**config.mk**
```make
export PLATFORM = sky130hd
export DESIGN_NAME = hazard_detect
export DESIGN_NICKNAME = d
export VERILOG_FILES = /design/src/rtl/pipe_pkg.sv /design/src/rtl/pipeline_ctrl_hazard_detect.sv
export SDC_FILE = /design/constraint.sdc
export NUM_CORES = 1
export LEC_CHECK = 0
export ABC_AREA = 1
export BUFFER_PORTS_ARGS = -buffer_cell sky130_fd_sc_hd__buf_4
export CORE_AREA = 2 2 39 41
export DETAILED_ROUTE_END_ITERATION = 10
export DIE_AREA = 0 0 41 43
export SLEW_MARGIN = 10
export SYNTH_ARGS = -nofsm -noshare
export SYNTH_HDL_FRONTEND = slang
export SYNTH_SLANG_ARGS = --single-unit
```
**constraint.sdc**
```tcl
create_clock -name vclk -period 1
set_input_delay 0.2 -clock vclk [all_inputs]
set_output_delay 0.2 -clock vclk [all_outputs]
set_load 0.01 [all_outputs]
```
**src/rtl/pipe_pkg.sv**
```systemverilog
// Shared types and constants for the LEGv8 pipeline hazard controller.
package pipe_pkg;

    localparam int unsigned REG_W = 5;
    localparam int unsigned ST_W  = 2;

    typedef enum logic [ST_W-1:0] {
        RUN      = 2'd0,
        LDUSE    = 2'd1,
        FLAGWAIT = 2'd2,
        MEMWAIT  = 2'd3
    } stall_state_t;

    localparam logic [REG_W-1:0] XZR = 5'd31;

endpackage

```
**src/rtl/pipeline_ctrl_hazard_detect.sv**
```systemverilog
// Combinational load-use, flag-dependency and taken-branch terms for the ID stage.
module hazard_detect
    import pipe_pkg::*;
(
    input  logic             id_valid,
    input  logic [REG_W-1:0] id_rn,
    input  logic [REG_W-1:0] id_rb,
    input  logic             id_uses_rn,
    input  logic             id_uses_rb,
    input  logic             id_is_uncond,
    input  logic             id_is_cbz,
    input  logic             id_is_bcond,
    input  logic             id_zero,
    input  logic             id_cond_true,
    input  logic             ex_memread,
    input  logic             ex_regwrite,
    input  logic [REG_W-1:0] ex_rd,
    input  logic             ex_setflags,
    output logic             ldh_c,
    output logic             flh_c,
    output logic             taken_c
);

    logic rn_hit;
    logic rb_hit;

    // XZR reads as zero, so a load targeting it never creates a dependency
    assign rn_hit  = id_uses_rn & (id_rn == ex_rd);
    assign rb_hit  = id_uses_rb & (id_rb == ex_rd);
    assign ldh_c   = ex_memread & ex_regwrite & (ex_rd != XZR) & id_valid
                   & (rn_hit | rb_hit);
    assign flh_c   = id_valid & id_is_bcond & ex_setflags;
    assign taken_c = id_valid & (id_is_uncond | (id_is_cbz & id_zero)
                               | (id_is_bcond & id_cond_true));

endmodule

```
==> impl_metrics.ini <==
[pwr]
switching_share_pct = 41.1
combPwrFrac_pct = 100.0
p_int_uw = 118
p_total_uw = 200
ir_drop_mv = 0.143
power.leakage_nw = 0.335
p_sw_uw = 82.4
pwr-share-seq_pct = 0
power_density_nw_per_um2 = 362
pwr-share-clk_pct = 0

[clocking]
cts_setup_buffers = 0
cts_hold_buf = 0

[setup_path]
critPathRequiredTime_ns = 0.80
critPathKind = primary input to output port
path_max_fanout = 4
critPathArrivalTime_ns = 0.87
start_kind = primary input
crit_path_end_kind = output port

[sta]
slew_violations = 0
fin_crit_sh_pct = 107
fin_ws_ns = -0.0691
hold_viol = 0
grt_setup_unrepaired = true
relSlewSlack_pct = 91.4
holdWs_ns = 0.719
layout_min_cycle_time_ns = 1.07
max_freq_mhz = 935
tightest_slew_ns = 0.129
fin_tns_setup_ns = -0.0691
finalSetupViolations = 1

[floorplan]
core_um2 = 1380
die_w_um = 41
die_area_um2 = 1760
row_count = 14
die_h_um = 43
start_util_pct = 17.9
ios = 29

[job]
cap_viol_max_count = 0

[routing]
wl_per_cell_um = 7.66
firstDrtPassIters = 2
route.vias.total = 444
wirelength_um = 812
first_iter_violations = 5
post_drt_via_cell_ratio = 4.19
ant_nets = 0
drcViolationCount = 0

[outcome]
violations = negative setup slack
status = finished with violations

[global_routing]
grt_max_degree = 6
grt_pass1_vias = 311
track_usage_pct = 8.19
gr-total-overflow = 0
grt_pass1_wl_um = 1070
antenna_found_initial = 0

[synth]
synthXorXnorAreaFrac_pct = 0
yosys.area_share.adder_pct = 0
netlist_instances = 61
synthMuxAreaShare_pct = 0
seq_area_frac_synth_pct = 0
netlist_area_um2 = 248
avgSynthCellArea_um2 = 4.06
synthSimpleGateAreaFrac_pct = 64.6
yosys_warnings = 0
synth_top_family_by_area = simple AND/OR/NAND/NOR gates
synth_nets = 87
yosysUniqueCellTypes = 10
synth_compound_area_share_pct = 12.6

[finish]
post-route-util_pct = 40.1
multi_input_area_um2 = 221
drive_above_1_share_pct = 52.2
nets = 118
area_growth_pct = 124
design.seq.count = 0
seq_area_um2 = 0
diodes = 0
fill_cells = 163
clock_buffers = 0

[placed_design]
dp_hpwl_um = 719
place.port_buffers = 29
gp_congestion = 0.727
pre_cts_ws_ns = -0.130

[worst_hold_path]
hold_class = primary input to output port
-- synth_stat cells --
cell type	n	area (um2)
a21o_1	1	7.51
inv_1	14	52.6
nor2_1	9	33.8
a21oi_1	2	10.0
nand3_1	3	15.0
inv_2	1	3.75
nand4_1	1	6.26
a21oi_2	1	8.76
nand2_1	28	105
o21ai_0	1	5.00
-- per-stage QoR --
stage,cells,instance area (um2)
after floorplan,61,248
after global placement,106,485
after global routing,106,554
final,106,554
after detailed placement,106,485
after CTS,106,503
-- path summary, 6_finish.rpt --
path | startpoint | end | cells past startpoint
max | ex_rd[4] | ldh_c | 7
min | ex_setflags | flh_c | 4
-- power groups by stage --
stage               registers, mW  clock network (mW)  logic, mW
floorplan                       0                   0     0.0623
global placement                0                   0      0.165
detailed placement              0                   0      0.167
CTS                             0                   0      0.177
global route                    0                   0      0.222
finish                          0                   0      0.200
-- area by class of cell --
| cell class | instances | area share [%] |
|---|---|---|
| Tap cell | 16 | 3.61 |
| Inverter | 15 | 11.1 |
| Timing Repair Buffer | 29 | 45.4 |
| Multi-Input combinational cell | 46 | 40.0 |
-- cells by family after synthesis --
family	Yosys count
simple gates	41
compound gates	5
buf+inv	15
-- what timing repair did --
| action | in CTS | in global routing |
|---|---|---|
| resized for setup | 10 | 19 |
| pin swaps | 9 | 15 |
| endpoints found under the setup margin | 1 | 1 |
-- per-layer routing --
| metal | wire length [um] | global-route usage [%] | vias up | part of all wire, % |
|---|---|---|---|---|
| met5 | 0 | 0 | - | 0 |
| met4 | 0 | 0 | 0 | 0 |
| met3 | 118 | 0 | 0 | 15 |
| met2 | 403 | 16.9 | 20 | 50 |
| met1 | 290 | 8.86 | 186 | 36 |
| li1 | - | - | 238 | - |
-- critical path, stage by stage --
cell	delay, ns
buf_6	0.10
inv_2	0.05
nand2_1	0.05
a21oi_1	0.12
nand3_1	0.10
a21oi_2	0.12
buf_4	0.12
-- placed cells by master, fill, tap and decap left out, drive strengths merged --
cell,count
buf,29
nand2,28
inv,15
nor2,9
a21oi,3
nand3,3
a21o,1
o21ai,1
nand4,1
Power figures use the tool's default switching activity.
